===== config.mk =====
export PLATFORM = sky130hd
export DESIGN_NAME = cd_cmd_master
export DESIGN_NICKNAME = d
export VERILOG_FILES = /design/src/rtl/cd_pkg.sv /design/src/rtl/cd_wait_timer.sv /design/src/rtl/cd_cmd_master.sv
export SDC_FILE = /design/constraint.sdc
export NUM_CORES = 1
export LEC_CHECK = 0
export CAP_MARGIN = 20
export CORE_AREA = 2 2 144 146
export DETAILED_ROUTE_END_ITERATION = 10
export DIE_AREA = 0 0 146 148
export GPL_TIMING_DRIVEN = 0
export HOLD_SLACK_MARGIN = 0.03
export PLACE_DENSITY = 0.72
export SLEW_MARGIN = 20
export SYNTH_ARGS = -nofsm -noshare
export SYNTH_HDL_FRONTEND = slang
export SYNTH_SLANG_ARGS = --single-unit

===== constraint.sdc =====
create_clock -name clk -period 4.8 [get_ports clk]
set_clock_uncertainty 0.1 [all_clocks]
set_input_delay 0.48 -clock clk [delete_from_list [all_inputs] [get_ports clk]]
set_output_delay 0.48 -clock clk [all_outputs]
set_load 0.01 [all_outputs]

===== src/rtl/cd_pkg.sv =====
// Shared types and widths for the compression engine host-side master.
package cd_pkg;

    localparam int CD_DATA_W = 80;
    localparam int CD_CODE_W = 8;

    typedef enum logic [1:0] {
        CD_NOP        = 2'b00,
        CD_COMPRESS   = 2'b01,
        CD_DECOMPRESS = 2'b10,
        CD_RSVD       = 2'b11
    } cd_cmd_e;

    typedef enum logic [1:0] {
        CD_NONE      = 2'b00,
        CD_COMP_OK   = 2'b01,
        CD_DECOMP_OK = 2'b10,
        CD_ERROR     = 2'b11
    } cd_rsp_e;

    typedef enum logic [1:0] {
        ST_IDLE  = 2'b00,
        ST_ISSUE = 2'b01,
        ST_WAIT  = 2'b10,
        ST_HOLD  = 2'b11
    } cd_master_state_e;

    function automatic logic [15:0] cd_sat_inc(input logic [15:0] v);
        return (v == 16'hFFFF) ? v : v + 16'd1;
    endfunction

endpackage


===== src/rtl/cd_wait_timer.sv =====
// Response wait timer: counts WAIT samples up from zero and flags the last one.
module cd_wait_timer #(
    parameter int TIMEOUT = 64,
    localparam int CNT_W  = $clog2(TIMEOUT + 1)
) (
    input  logic clk,
    input  logic reset,
    input  logic clear_i,
    input  logic enable_i,
    output logic expired_o
);

    logic [CNT_W-1:0] cnt_q;
    logic [CNT_W-1:0] cnt_d;

    assign expired_o = (cnt_q == CNT_W'(TIMEOUT - 1));

    // Holds at the terminal value so the counter can never wrap.
    always_comb begin
        cnt_d = cnt_q;
        if (clear_i) begin
            cnt_d = '0;
        end else if (enable_i && !expired_o) begin
            cnt_d = cnt_q + 1'b1;
        end
    end

    always_ff @(posedge clk) begin
        if (!reset) begin
            cnt_q <= '0;
        end else begin
            cnt_q <= cnt_d;
        end
    end

endmodule


===== src/rtl/cd_cmd_master.sv =====
// Host-side initiator for the compression engine: one outstanding request at a time.
// Optional statistics counters are enabled with CD_CMD_MASTER_STATS_EN.
//
// state    | meaning
// ST_IDLE  | ready for a request
// ST_ISSUE | command driven to the engine for one cycle
// ST_WAIT  | sampling response until nonzero or timeout
// ST_HOLD  | result presented until rsp_ready
module cd_cmd_master
    import cd_pkg::*;
#(
    parameter int DATA_W  = CD_DATA_W,
    parameter int CODE_W  = CD_CODE_W,
    parameter int TIMEOUT = 64
) (
    input  logic              clk,
    input  logic              reset,
    input  logic              req_valid,
    output logic              req_ready,
    input  logic [1:0]        req_cmd,
    input  logic [DATA_W-1:0] req_data,
    input  logic [CODE_W-1:0] req_code,
    output logic [1:0]        command,
    output logic [DATA_W-1:0] data_in,
    output logic [CODE_W-1:0] compressed_in,
    input  logic [CODE_W-1:0] compressed_out,
    input  logic [DATA_W-1:0] decompressed_out,
    input  logic [1:0]        response,
    output logic              rsp_valid,
    input  logic              rsp_ready,
    output logic [1:0]        rsp_status,
    output logic              rsp_timeout,
    output logic [CODE_W-1:0] rsp_code,
    output logic [DATA_W-1:0] rsp_data
`ifdef CD_CMD_MASTER_STATS_EN
    ,
    output logic [15:0]       stat_issued,
    output logic [15:0]       stat_errors,
    output logic [15:0]       stat_spurious
`endif
);

    cd_master_state_e  state_q;
    logic              req_ready_q;
    logic [1:0]        command_q;
    logic [DATA_W-1:0] data_in_q;
    logic [CODE_W-1:0] code_in_q;
    logic              rsp_valid_q;
    logic [1:0]        rsp_status_q;
    logic              rsp_timeout_q;
    logic [CODE_W-1:0] rsp_code_q;
    logic [DATA_W-1:0] rsp_data_q;
    logic              tmr_expired;

    cd_wait_timer #(
        .TIMEOUT (TIMEOUT)
    ) u_wait_timer (
        .clk       (clk),
        .reset     (reset),
        .clear_i   (state_q == ST_ISSUE),
        .enable_i  (state_q == ST_WAIT),
        .expired_o (tmr_expired)
    );

    always_ff @(posedge clk) begin
        if (!reset) begin
            state_q       <= ST_IDLE;
            req_ready_q   <= 1'b1;
            command_q     <= CD_NOP;
            data_in_q     <= '0;
            code_in_q     <= '0;
            rsp_valid_q   <= 1'b0;
            rsp_status_q  <= CD_NONE;
            rsp_timeout_q <= 1'b0;
            rsp_code_q    <= '0;
            rsp_data_q    <= '0;
        end else begin
            case (state_q)
                ST_IDLE: begin
                    if (req_valid) begin
                        case (cd_cmd_e'(req_cmd))
                            CD_COMPRESS, CD_DECOMPRESS: begin
                                state_q     <= ST_ISSUE;
                                req_ready_q <= 1'b0;
                                command_q   <= req_cmd;
                                data_in_q   <= req_data;
                                code_in_q   <= req_code;
                            end
                            // Reserved command is answered locally; the engine never sees it.
                            CD_RSVD: begin
                                state_q       <= ST_HOLD;
                                req_ready_q   <= 1'b0;
                                rsp_valid_q   <= 1'b1;
                                rsp_status_q  <= CD_ERROR;
                                rsp_timeout_q <= 1'b0;
                            end
                            default: ;
                        endcase
                    end
                end
                ST_ISSUE: begin
                    command_q <= CD_NOP;
                    state_q   <= ST_WAIT;
                end
                ST_WAIT: begin
                    if (response != CD_NONE) begin
                        state_q       <= ST_HOLD;
                        rsp_valid_q   <= 1'b1;
                        rsp_status_q  <= response;
                        rsp_timeout_q <= 1'b0;
                        rsp_code_q    <= compressed_out;
                        rsp_data_q    <= decompressed_out;
                    end else if (tmr_expired) begin
                        state_q       <= ST_HOLD;
                        rsp_valid_q   <= 1'b1;
                        rsp_status_q  <= CD_ERROR;
                        rsp_timeout_q <= 1'b1;
                    end
                end
                ST_HOLD: begin
                    if (rsp_ready) begin
                        state_q     <= ST_IDLE;
                        rsp_valid_q <= 1'b0;
                        req_ready_q <= 1'b1;
                    end
                end
                default: state_q <= ST_IDLE;
            endcase
        end
    end

    assign req_ready     = req_ready_q;
    assign command       = command_q;
    assign data_in       = data_in_q;
    assign compressed_in = code_in_q;
    assign rsp_valid     = rsp_valid_q;
    assign rsp_status    = rsp_status_q;
    assign rsp_timeout   = rsp_timeout_q;
    assign rsp_code      = rsp_code_q;
    assign rsp_data      = rsp_data_q;

`ifdef CD_CMD_MASTER_STATS_EN
    logic [15:0] stat_issued_q;
    logic [15:0] stat_errors_q;
    logic [15:0] stat_spurious_q;
    logic        err_entry;

    assign err_entry = ((state_q == ST_IDLE) && req_valid && (req_cmd == CD_RSVD)) ||
                       ((state_q == ST_WAIT) && ((response == CD_ERROR) ||
                                                 ((response == CD_NONE) && tmr_expired)));

    always_ff @(posedge clk) begin
        if (!reset) begin
            stat_issued_q   <= '0;
            stat_errors_q   <= '0;
            stat_spurious_q <= '0;
        end else begin
            if (state_q == ST_ISSUE) begin
                stat_issued_q <= cd_sat_inc(stat_issued_q);
            end
            if (err_entry) begin
                stat_errors_q <= cd_sat_inc(stat_errors_q);
            end
            if ((state_q != ST_WAIT) && (response != CD_NONE)) begin
                stat_spurious_q <= cd_sat_inc(stat_spurious_q);
            end
        end
    end

    assign stat_issued   = stat_issued_q;
    assign stat_errors   = stat_errors_q;
    assign stat_spurious = stat_spurious_q;
`endif

endmodule


==> run_results.csv <==
group,metric,value,unit
cells_and_area,fin_util,57.49,%
sta,setup_viol,0,
clock_tree,cts_tree,"yes",
synthesis,synth_area_per_cell,8.044,um2
drt,via_count,7097,
synthesis,synth_warnings,0,
clock_tree,cts-resized-gates,0,
sta,period_needed,2131,ps
sta,rsz0062_at_grt,"no",
power_and_ir_drop,p_total,4.708,mW
worst_setup_path,startpoint,"req_cmd[0]",
power_and_ir_drop,clkPwrFrac,30.5,%
sta,timing.fmax,469.3,MHz
drt,post-route-drc-count,0,
clock_tree,cts_root_buf,"clkbuf_16",
floorplanning,die_y,148,um
cells_and_area,drive_gt1_share,6.587,%
sta,hold_violations,0,
clock_tree,clk_latency,440,ps
worst_setup_path,crit_fanout,10,
synthesis,synth_flop_cell,"dfxtp_1",
synthesis,synth_area,0.006942,mm2
floorplanning,pin_count,367,
cells_and_area,fill_cells,1870,
global_route,grt_max_degree,18,
drt,dr.pass1.iters,4,
min_path,hold_path_end,"req_ready$_SDFFE_PN1P_",
floorplanning,rows,52,
worst_setup_path,crit_type,"in2reg",
clock_tree,postCtsSetupBuffers,0,
run,drv_cap,0,
synthesis,synth.most_common_cell,"nand2_1",
floorplanning,die_w,146,um
sta,min_period_over_period,44.39,%
worst_setup_path,required,5050,ps
power_and_ir_drop,seqPwrFrac,40.1,%
worst_setup_path,r2r_end,"data_in[43]$_SDFFE_PN0P_",
worst_setup_path,cp-start-kind,"input port",
place,dp_hpwl,18240,um
floorplanning,dieArea,0.02161,mm2
worst_setup_path,arrival,2380,ps
power_and_ir_drop,swShare,30.93,%
synthesis,ys_types,37,
clock_tree,cts_buffer_depth,2,
min_path,holdPathStages,2,
synthesis,synthDominantCellAreaShare,55.37,%
power_and_ir_drop,peakVddDrop,0.2362,mV
drt,wl_per_cell,15.62,um
clock_tree,clkSlewWorstSetupHoldPaths,70,ps
synthesis,synthArstFlopShare,0,%
sta,max_slew.worst_pin.slew,691.7,ps
clock_tree,clock-sinks,192,
worst_setup_path,reg2reg_from,"state_q[0]$_SDFFE_PN0P_",
drt,ant_nets,0,
worst_setup_path,cp-end-kind,"flop",
synthesis,postSynthCellCount,863,
clock_tree,hold_buffers,0,
sta,relSlewSlack,53.89,%
drt,first_iter_violations,329,
cells_and_area,multi_input_area,0.002759,mm2
min_path,hp-start,"reset",
cells_and_area,n_antenna_cell,0,
synthesis,synth_edf_count,0,
synthesis,ys_seq_area_share,55.37,%
synthesis,synth_common_cells,"357 x nand2_1, 192 x dfxtp_1, 183 x a21oi_1",
global_route,gr-total-overflow,0,
worst_setup_path,r2r_cells,6,
run_status,status,"completed",
global_route,grt.total_usage,21.69,%
power_and_ir_drop,p_int,3.252,mW
clock_tree,h-tree-depth,4,
global_route,grt_pass1_wl,37130,um
global_route,grt_pass1_vias,6900,
sta,setup_tns,0,ps
worst_setup_path,r2r_slack,2840,ps
place,finalWeightedCongestion,0.8186,
drt,viasPerCell,4.639,
synthesis,ys_top_cells_by_area,"dfxtp_1 55%, nand2_1 19%, a21oi_1 13%, buf_2 2.5%, ha_1 1.4%",
floorplanning,initial_core_util,34.64,%
power_and_ir_drop,switching_power,1.456,mW
synthesis,yosysTopAreaCell,"dfxtp_1",
power_and_ir_drop,p_leak,4.061,nW
power_and_ir_drop,combinationalPowerShare,29.4,%
synthesis,synthesis.nets,1055,
place,port_buffers,365,
synthesis,synth_seq_cells,192,
floorplanning,coreArea,0.02004,mm2
cells_and_area,finalNetCount,1439,
min_path,hold_class,"in2reg",
cells_and_area,area_growth,65.97,%
global_route,antenna_found_initial,2,
sta,drv_slew,0,
drt,drt_wl_total,23900,um
cells_and_area,regArea,0.003844,mm2
power_and_ir_drop,p_per_area,408.7,mW/mm2
clock_tree,numCtsBuffers,17,
==> how the worst max path moves through the flow <==
stage	to	slack (ps)	depth (start not counted)
final	data_in[43]$_SDFFE_PN0P_	2670	7
after global routing	data_in[39]$_SDFFE_PN0P_	2430	7
after CTS	data_in[42]$_SDFFE_PN0P_	2620	7
after detailed placement	data_in[42]$_SDFFE_PN0P_	2130	7
after global placement	data_in[45]$_SDFFE_PN0P_	2190	7
after floorplan	command[0]$_SDFFE_PN0P_	3100	8
==> power groups by stage <==
stage | combinational [mW] | clock (mW) | sequential (mW)
floorplan | 0.582 | 0 | 2.01
global placement | 1.38 | 0 | 1.92
detailed placement | 1.39 | 0 | 1.93
CTS | 1.40 | 1.47 | 1.89
global route | 1.51 | 1.54 | 1.92
finish | 1.38 | 1.44 | 1.89
==> per-stage QoR <==
stage	setup WS (ps)	instance area, um2	hold slack, ps	cells
6_report	2669	11520	244.2	1530
5_1_grt	2432	11520	224.3	1530
3_5_place_dp	2127	10930	345.3	1498
2_1_floorplan	3101	6942	323.5	863
4_1_cts	2620	11520	226.0	1530
3_3_place_gp	2188	10930	340.4	1498
==> routing by layer <==
layer  track usage, %  vias to the layer above  share of wire (%)
met3            6.451                       46                6.7
met5                0                        -              0.050
li1                 -                     3572                  -
met1            24.74                     3215                 41
met4            8.883                        2                2.9
met2            38.07                      262                 50
==> worst max-delay path, stage by stage <==
cell	delay, ps
clkdlybuf4s50_1	530
inv_1	60
ha_1	330
nand3_2	170
clkbuf_1	560
nand2_1	110
a21oi_1	150
==> state kept, by name (all words and copies together) (netlist names), 2 cells and up <==
signal / cells
state_q: 2
command: 2
rsp_data: 80
rsp_code: 8
compressed_in: 8
rsp_status: 2
u_wait_timer.cnt_q: 7
data_in: 80
==> kinds of logic after synthesis <==
logic type	share of synthesized area, %
xor gates and xnor gates	0.2524
AOI/OAI and AO/OA	15.63
and+or+nand+nor	22.12
DFF	55.37
muxes	0.3064
buffers and inverters	4.884
adders and majority gates	1.442
==> final cells by class <==
cell class                 instances  share of cell area, %
buffer                            59                  2.682
tap                              270                  2.932
multi-input combinational        604                  23.95
sequential                       192                  33.36
clock inverter                    13                  1.347
inverter                           8                 0.2606
clock buffer                      19                  3.758
timing repair buffer             365                  31.71
==> cells in the final DEF, fill, tap and decap left out, types with 3 or more instances in the layout <==
cell type and count:
nand3_1 3, inv_8 3, nand3b_1 3, dfxtp_1 192, o221a_2 3, inv_1 7
buf_6 6, clkdlybuf4s50_1 365, nand2_1 357, a21oi_1 183, o21ai_0 5, clkbuf_16 17
buf_2 34, clkinvlp_4 4, nor2_1 10, clkbuf_1 20, ha_1 8
(Power assumes the default switching activity.)
